==> config.mk <==
export PLATFORM = sky130hd
export DESIGN_NAME = imem_boot_loader_flat
export DESIGN_NICKNAME = d
export VERILOG_FILES = /design/src/rtl/imem_boot_loader_if.sv /design/src/rtl/imem_boot_loader.sv /design/src/flat_wrapper.sv
export SDC_FILE = /design/constraint.sdc
export NUM_CORES = 1
export LEC_CHECK = 0
export CAP_MARGIN = 5
export CORE_ASPECT_RATIO = 0.8
export CORE_MARGIN = 5
export CORE_UTILIZATION = 55
export CTS_CLUSTER_DIAMETER = 50
export DETAILED_ROUTE_END_ITERATION = 10
export GPL_TIMING_DRIVEN = 0
export HOLD_SLACK_MARGIN = 0.12
export PLACE_DENSITY_LB_ADDON = 0.25
export SETUP_SLACK_MARGIN = 0.4
export SYNTH_ARGS = -nofsm -noshare
export SYNTH_HDL_FRONTEND = slang
export SYNTH_SLANG_ARGS = --single-unit
==> constraint.sdc <==
create_clock -name clk -period 8.8 [get_ports clk]
set_input_delay 1.76 -clock clk [delete_from_list [all_inputs] [get_ports clk]]
set_output_delay 1.76 -clock clk [all_outputs]
set_load 0.01 [all_outputs]
==> src/rtl/imem_boot_loader_if.sv <==
// ---------------------------------------------------------------------------
// imem_boot_loader_if
//   Groups the loader's byte-stream handshake and its instruction-memory
//   write port.
//   master : loader view  (consumes the byte stream, drives the write port)
//   slave  : environment view (host byte source plus memory write sink)
//   Signals:
//     byte_valid / byte_data / byte_ready : valid/ready byte stream, MSB first
//     mem_we / mem_waddr / mem_wdata      : one-cycle word write strobe
// ---------------------------------------------------------------------------
`timescale 1ns/1ps
interface imem_boot_loader_if #(
  parameter int WIDTH  = 32,
  parameter int ADDR_W = 8
);
  logic              byte_valid;
  logic [7:0]        byte_data;
  logic              byte_ready;
  logic              mem_we;
  logic [ADDR_W-1:0] mem_waddr;
  logic [WIDTH-1:0]  mem_wdata;

  modport master (
    input  byte_valid, byte_data,
    output byte_ready, mem_we, mem_waddr, mem_wdata
  );

  modport slave (
    output byte_valid, byte_data,
    input  byte_ready, mem_we, mem_waddr, mem_wdata
  );
endinterface

==> src/rtl/imem_boot_loader.sv <==
// ---------------------------------------------------------------------------
// imem_boot_loader
//   Boot-time sequencer for the instruction memory. Assembles big-endian
//   32-bit words from a byte stream, writes them to consecutive word
//   addresses starting at 0, and holds the core in reset until the load
//   completes.
//   Ports:
//     clk, rst    : clock (rising edge), asynchronous active-high reset
//     start_load  : pulse, begin loading load_len words
//     load_len    : word count, sampled with start_load (1..DEPTH valid)
//     abort       : cancel an in-progress load
//     bus         : byte stream in / memory write port out (master modport)
//     cpu_hold    : active-high hold to the core, low only after a load
//     busy        : load in progress
//     done        : last load completed, cleared by the next good start
//     err         : sticky bad-length/abort flag, cleared by a good start
// ---------------------------------------------------------------------------
`timescale 1ns/1ps
module imem_boot_loader #(
  parameter int WIDTH  = 32,
  parameter int DEPTH  = 256,
  parameter int ADDR_W = 8
) (
  input  logic                clk,
  input  logic                rst,
  input  logic                start_load,
  input  logic [ADDR_W:0]     load_len,
  input  logic                abort,
  imem_boot_loader_if.master  bus,
  output logic                cpu_hold,
  output logic                busy,
  output logic                done,
  output logic                err
);

  localparam int LEN_W = ADDR_W + 1;

  typedef enum logic [1:0] {IDLE, LOAD, WRITE, RUN} state_t;

  state_t            state, state_n;
  logic [WIDTH-1:0]  word, word_n;
  logic [1:0]        byte_cnt, byte_cnt_n;
  logic [ADDR_W-1:0] word_cnt, word_cnt_n;
  logic [LEN_W-1:0]  len, len_n;
  logic              err_n, done_n;
  logic [ADDR_W-1:0] waddr_n;
  logic [WIDTH-1:0]  wdata_n;
  logic              len_ok;
  logic              last_word;

  assign len_ok    = (load_len != '0) && (load_len <= LEN_W'(DEPTH));
  assign last_word = (({1'b0, word_cnt} + LEN_W'(1)) == len);

  always_comb begin
    state_n        = state;
    word_n         = word;
    byte_cnt_n     = byte_cnt;
    word_cnt_n     = word_cnt;
    len_n          = len;
    err_n          = err;
    done_n         = done;
    waddr_n        = bus.mem_waddr;
    wdata_n        = bus.mem_wdata;
    bus.byte_ready = 1'b0;

    case (state)
      IDLE, RUN: begin
        if (start_load) begin
          if (!len_ok) begin
            err_n = 1'b1;
          end else begin
            len_n      = load_len;
            err_n      = 1'b0;
            done_n     = 1'b0;
            word_cnt_n = '0;
            byte_cnt_n = '0;
            state_n    = LOAD;
          end
        end
      end

      LOAD: begin
        // Abort masks ready, so a simultaneous byte is never taken.
        bus.byte_ready = !abort;
        if (abort) begin
          err_n      = 1'b1;
          byte_cnt_n = '0;
          state_n    = IDLE;
        end else if (bus.byte_valid) begin
          word_n     = {word[WIDTH-9:0], bus.byte_data};
          byte_cnt_n = byte_cnt + 2'd1;
          if (byte_cnt == 2'd3) begin
            waddr_n = word_cnt;
            wdata_n = {word[WIDTH-9:0], bus.byte_data};
            state_n = WRITE;
          end
        end
      end

      WRITE: begin
        // The counter stops on the final word so a full-depth load
        // never wraps the address back to 0.
        if (last_word) begin
          done_n  = 1'b1;
          state_n = RUN;
        end else begin
          word_cnt_n = word_cnt + ADDR_W'(1);
          state_n    = LOAD;
        end
      end

      default: state_n = IDLE;
    endcase
  end

  // Registered outputs are derived from the next state so they line up
  // with the state they describe.
  always_ff @(posedge clk or posedge rst) begin
    if (rst) begin
      state         <= IDLE;
      word          <= '0;
      byte_cnt      <= '0;
      word_cnt      <= '0;
      len           <= '0;
      err           <= 1'b0;
      done          <= 1'b0;
      busy          <= 1'b0;
      cpu_hold      <= 1'b1;
      bus.mem_we    <= 1'b0;
      bus.mem_waddr <= '0;
      bus.mem_wdata <= '0;
    end else begin
      state         <= state_n;
      word          <= word_n;
      byte_cnt      <= byte_cnt_n;
      word_cnt      <= word_cnt_n;
      len           <= len_n;
      err           <= err_n;
      done          <= done_n;
      busy          <= (state_n == LOAD) || (state_n == WRITE);
      cpu_hold      <= (state_n != RUN);
      bus.mem_we    <= (state_n == WRITE);
      bus.mem_waddr <= waddr_n;
      bus.mem_wdata <= wdata_n;
    end
  end

endmodule

==> src/flat_wrapper.sv <==
// flat-port wrapper written by rule: the top's interface ports become plain ports
module imem_boot_loader_flat 
#(
  parameter int WIDTH  = 32,
  parameter int DEPTH  = 256,
  parameter int ADDR_W = 8
)
  (clk, rst, start_load, load_len, abort, cpu_hold, busy, done, err, bus_byte_valid, bus_byte_data, bus_byte_ready, bus_mem_we, bus_mem_waddr, bus_mem_wdata);
  imem_boot_loader_if #(.WIDTH(WIDTH), .ADDR_W(ADDR_W)) bus_i ();
  input  logic clk;
  input  logic rst;
  input  logic start_load;
  input  logic [ADDR_W:0] load_len;
  input  logic abort;
  output logic cpu_hold;
  output logic busy;
  output logic done;
  output logic err;
  input wire logic [$bits(bus_i.byte_valid)-1:0] bus_byte_valid;
  input wire logic [$bits(bus_i.byte_data)-1:0] bus_byte_data;
  output wire logic [$bits(bus_i.byte_ready)-1:0] bus_byte_ready;
  output wire logic [$bits(bus_i.mem_we)-1:0] bus_mem_we;
  output wire logic [$bits(bus_i.mem_waddr)-1:0] bus_mem_waddr;
  output wire logic [$bits(bus_i.mem_wdata)-1:0] bus_mem_wdata;
  assign bus_i.byte_valid = bus_byte_valid;
  assign bus_i.byte_data = bus_byte_data;
  assign bus_byte_ready = bus_i.byte_ready;
  assign bus_mem_we = bus_i.mem_we;
  assign bus_mem_waddr = bus_i.mem_waddr;
  assign bus_mem_wdata = bus_i.mem_wdata;
  imem_boot_loader #(.WIDTH(WIDTH), .DEPTH(DEPTH), .ADDR_W(ADDR_W)) u_core (.clk(clk), .rst(rst), .start_load(start_load), .load_len(load_len), .abort(abort), .bus(bus_i), .cpu_hold(cpu_hold), .busy(busy), .done(done), .err(err));
endmodule
==> metrics.md <==
| Metric | Value |
|---|---|
| Layout cell share with drive strength beyond 1 | 0.2713 |
| CP max FO | 4 |
| Share of power burned in registers | 0.515 |
| Die Wd | 104.3 um |
| Number of sinks on the clock net | 90 |
| Distinct cells, synth | 48 |
| Internal power | about 0.78 mW |
| Async set-reset flop share out of synthesis | 1.000 |
| Synthesized area divided by synthesized cell count | 13.37 um^2 |
| Worst relative slew slack | 0.5785 |
| Num CTS Buffers | 9 |
| Startpoint of the worst register-to-register path | u_core.word_cnt[1]$_DFFE_PP0P_ |
| Fmax achieved | 0.2088 GHz |
| Final Cell Area | 4917 um^2 |
| Placement Cell Area | 4726 um^2 |
| Starting utilization of the core area | 0.5683 |
| Antenna-violating nets left | 0 |
| Y dimension of the die | 85.48 um |
| Leakage power of the design | around 2.2 nW |
| Reg clk slew, reported paths | 0.09 ns |
| Core Box Area | 6892 um^2 |
| Largest net degree at the start of global routing | 74 |
| Period minus WS final | 4.788 ns |
| Clk buf depth | 2 |
| Post-synthesis cell count | 293 |
| Vias in the first global route | approximately 2800 |
| Setup-violating endpoint count in the final report | 0 |
| Minimum setup slack among reg-to-reg paths | 6.11 ns |
| Remaining design rule violation count | 0 |
| Detailed-route wire length | 8122 um |
| Number of nets at the end of the flow | about 400 |
| Proportion of power drawn by the clock network | 0.256 |
| Worst Slack Setup Final | between 4 and 5 ns |
| Peak supply drop | roughly 0.13 mV |
| Power per Cell Area | 224.4 nW/um^2 |
| Startpoint type of the worst setup path | input pin |
| Type of the worst min-delay path | flip-flop to flip-flop |
| CP Data Arrival Time | approximately 3.0 ns |
| Post-synth top flop | sky130_fd_sc_hd__dfrtp_1 |
| Area growth from synthesis to layout | 25.56% |
| CTS tree | done |
| Weighted congestion reported at the end of routability-driven placement | a little under 0.9 |
| Combined area of all synthesized cells | around 4000 um^2 |
| Wirelength per Cell | around 18 um |
| Input/output buffers | 67 |
| Critical Path Source | abort |
| Combinational share of power | 0.229 |
| Residual overflow from global routing | 0 |
| Number of standard-cell rows in the floorplan | 27 |
| Total number of H-tree levels | 3 |
| Clock latency of the later-clocked register in the worst-skew pair | ~0.36 ns |
| Outcome | finished clean |
| Area leader, netlist | sky130_fd_sc_hd__dfrtp_1 |
| Number of DRC violations after detailed-routing iteration 0 | 193 |
| Synth top area share | 0.5687 |
| Final total negative setup slack | 0 ns |
| Global-route wire length before repair | 14080 um |
| Initial antenna violation count | 0 |
| Switching power as a share of total power | 0.2886 |
| Antenna cells | 0 |
| Worst clock skew | approximately 0.0087 ns |
| Total power consumption of the routed design | 1.103 mW |
| Type of the worst setup path | input pin to output port |
| Post-Place Setup Slack | 4.023 ns |
| Net switching power figure | 0.3184 mW |
| Critical hold path startpoint | u_core.word[20]$_DFFE_PP0P_ |
| Post-CTS Resized | 0 |
| TritonRoute pass-1 iters | 4 |
| Post-CTS setup buffer count | 0 |
| Capturing element type of the critical path | output port |
| Ports | 68 |
| Total number of vias | 2616 |
| Full die area | 8918 um^2 |
| Share of the cycle needed by the critical path after routing | 0.5441 |
| Number of hold violations in the final report | 0 |
| Tot GR Track Use | 0.1963 |
| Master cell of the clock root buffer | sky130_fd_sc_hd__clkbuf_8 |
| Final Max Tran Viols | 0 |
| Synthesized netlist net count | 320 |
| Final Hold Slack | 0.4973 ns |
| Post-synthesis sequential area ratio | 0.5754 |
| Average via count per standard cell | between 5 and 6 |
| Number of warnings issued by yosys | 0 |
| Post-synthesis sequential element count | 90 |
| HPWL after detailed placement | 5599 um |
| Max-cap violations | 0 |
| Number of enable flip-flop cells after synthesis | 0 |
| Number of hold-repair buffers added at the cts stage | 0 |
| Actual slew at the worst max-slew pin | 0.6322 ns |
| Data required, critical path | about 7.0 ns |
| Synth top area cells | sky130_fd_sc_hd__dfrtp_1 (57%), sky130_fd_sc_hd__mux2_2 (21%), sky130_fd_sc_hd__xnor2_1 (2.0%) |
| Unrepaired setup endpoints after global routing | no |
==> critical path, cell delays in order <==
cell and delay (ns):
sky130_fd_sc_hd__clkdlybuf4s50_1 0.39, sky130_fd_sc_hd__nand2b_1 0.19, sky130_fd_sc_hd__inv_1 0.14, sky130_fd_sc_hd__clkdlybuf4s50_1 0.55
==> cell families (layout without fill, tap and decap cells) <==
group / Yosys count / in the layout / share of synthesized area
flops: 90 / 90 / 0.5754
mux: 72 / 72 / 0.2070
simple gates: 53 / 53 / 0.07381
compound gates: 35 / 35 / 0.06933
buf+inv: 25 / 108 / 0.02939
xor+xnor: 13 / 13 / 0.02907
fa+ha+maj: 5 / 5 / 0.01597
==> sequential cells by signal (all words and copies together), names as in the netlist <==
register	cells
u_core.busy	1
u_core.byte_cnt	2
u_core.done	1
u_core.bus.mem_we	1
u_core.word_cnt	8
u_core.state	2
u_core.bus.mem_wdata	32
u_core.err	1
u_core.len	9
u_core.bus.mem_waddr	8
u_core.word	24
u_core.cpu_hold	1
==> power by group through the flow <==
stage          registers, mW  logic (mW)  clock network [mW]
3_5_place_dp           0.578       0.254                   0
5_1_grt                0.584       0.281               0.304
4_1_cts                0.570       0.256               0.285
3_3_place_gp           0.573       0.244                   0
6_report               0.568       0.253               0.282
2_1_floorplan          0.563       0.179                   0
==> metal layers <==
metal / GRT usage / vias to the layer above / wire length, um
met5: 0 / - / 0
met2: 0.2967 / 78 / 3784
met1: 0.2656 / 1319 / 3703
li1: - / 1205 / -
met4: 0.06706 / 0 / 121
met3: 0.06768 / 14 / 513
==> cells in the mapped netlist (2+ instances only) <==
cell                       count
sky130_fd_sc_hd__ha_1          5
sky130_fd_sc_hd__clkbuf_1     10
sky130_fd_sc_hd__xor2_1        4
sky130_fd_sc_hd__o21ai_0       3
sky130_fd_sc_hd__a211oi_1      2
sky130_fd_sc_hd__a21oi_1       4
sky130_fd_sc_hd__a31oi_1       2
sky130_fd_sc_hd__or4_1         4
sky130_fd_sc_hd__o211ai_1      4
sky130_fd_sc_hd__o31ai_1       2
sky130_fd_sc_hd__nand2b_1      3
sky130_fd_sc_hd__nand4_1       3
sky130_fd_sc_hd__nor2_1       10
sky130_fd_sc_hd__mux2_2       72
sky130_fd_sc_hd__dfrtp_1      89
sky130_fd_sc_hd__nor3_1        4
sky130_fd_sc_hd__buf_4         3
sky130_fd_sc_hd__nand3_1       7
sky130_fd_sc_hd__nand2_1      11
sky130_fd_sc_hd__a211o_1       5
sky130_fd_sc_hd__nor4_1        2
sky130_fd_sc_hd__xnor2_1       9
sky130_fd_sc_hd__inv_1         9
sky130_fd_sc_hd__buf_2         2
==> area by class of cell <==
cell class / count / area, um^2
plain buffers: 16 / 81.33
clock buffers: 9 / 123.9
clock inverters: 6 / 67.56
fillers: 500 / 1974
inverters: 9 / 36.28
multi-input cells: 178 / 1548
flip-flops and latches: 90 / 2253
well taps: 87 / 108.9
repair buffers: 68 / 698.2
==> stage by stage <==
step	util	std cells
final	0.7135	463
after global routing	0.7135	463
after CTS	0.7135	463
after detailed placement	0.6857	448
after global placement	0.6814	447
after floorplan	-	293
==> placed cells by master (no fill, tap or decap), types with 2 or more instances in the layout <==
master / n
sky130_fd_sc_hd__dfrtp_1: 89
sky130_fd_sc_hd__mux2_2: 72
sky130_fd_sc_hd__clkdlybuf4s50_1: 67
sky130_fd_sc_hd__nand2_1: 11
sky130_fd_sc_hd__clkbuf_1: 10
sky130_fd_sc_hd__nor2_1: 10
sky130_fd_sc_hd__xnor2_1: 9
sky130_fd_sc_hd__clkbuf_8: 9
sky130_fd_sc_hd__inv_1: 8
sky130_fd_sc_hd__nand3_1: 7
sky130_fd_sc_hd__a211o_1: 5
sky130_fd_sc_hd__ha_1: 5
sky130_fd_sc_hd__or4_1: 4
sky130_fd_sc_hd__nor3_1: 4
sky130_fd_sc_hd__o211ai_1: 4
sky130_fd_sc_hd__xor2_1: 4
sky130_fd_sc_hd__a21oi_1: 4
sky130_fd_sc_hd__nand2b_1: 3
sky130_fd_sc_hd__o21ai_0: 3
sky130_fd_sc_hd__buf_4: 3
sky130_fd_sc_hd__nand4_1: 3
sky130_fd_sc_hd__a31oi_1: 2
sky130_fd_sc_hd__buf_2: 2
sky130_fd_sc_hd__a211oi_1: 2
sky130_fd_sc_hd__nor4_1: 2
sky130_fd_sc_hd__o31ai_1: 2
sky130_fd_sc_hd__clkinvlp_4: 2
==> worst paths after layout <==
| check | endpoint | cells after the start |
|---|---|---|
| hold reg to reg | u_core.bus.mem_wdata[28]$_DFFE_PP0P_ | 1 |
| setup / recovery | bus_byte_ready | 4 |
| min in group asynchronous | u_core.len[8]$_DFFE_PP0P_ | 2 |
| hold / removal | u_core.bus.mem_wdata[28]$_DFFE_PP0P_ | 1 |
| max in group asynchronous | u_core.word_cnt[7]$_DFFE_PP0P_ | 3 |
| setup reg to reg | u_core.busy$_DFF_PP0_ | 7 |
Power figures use the tool's default switching activity.
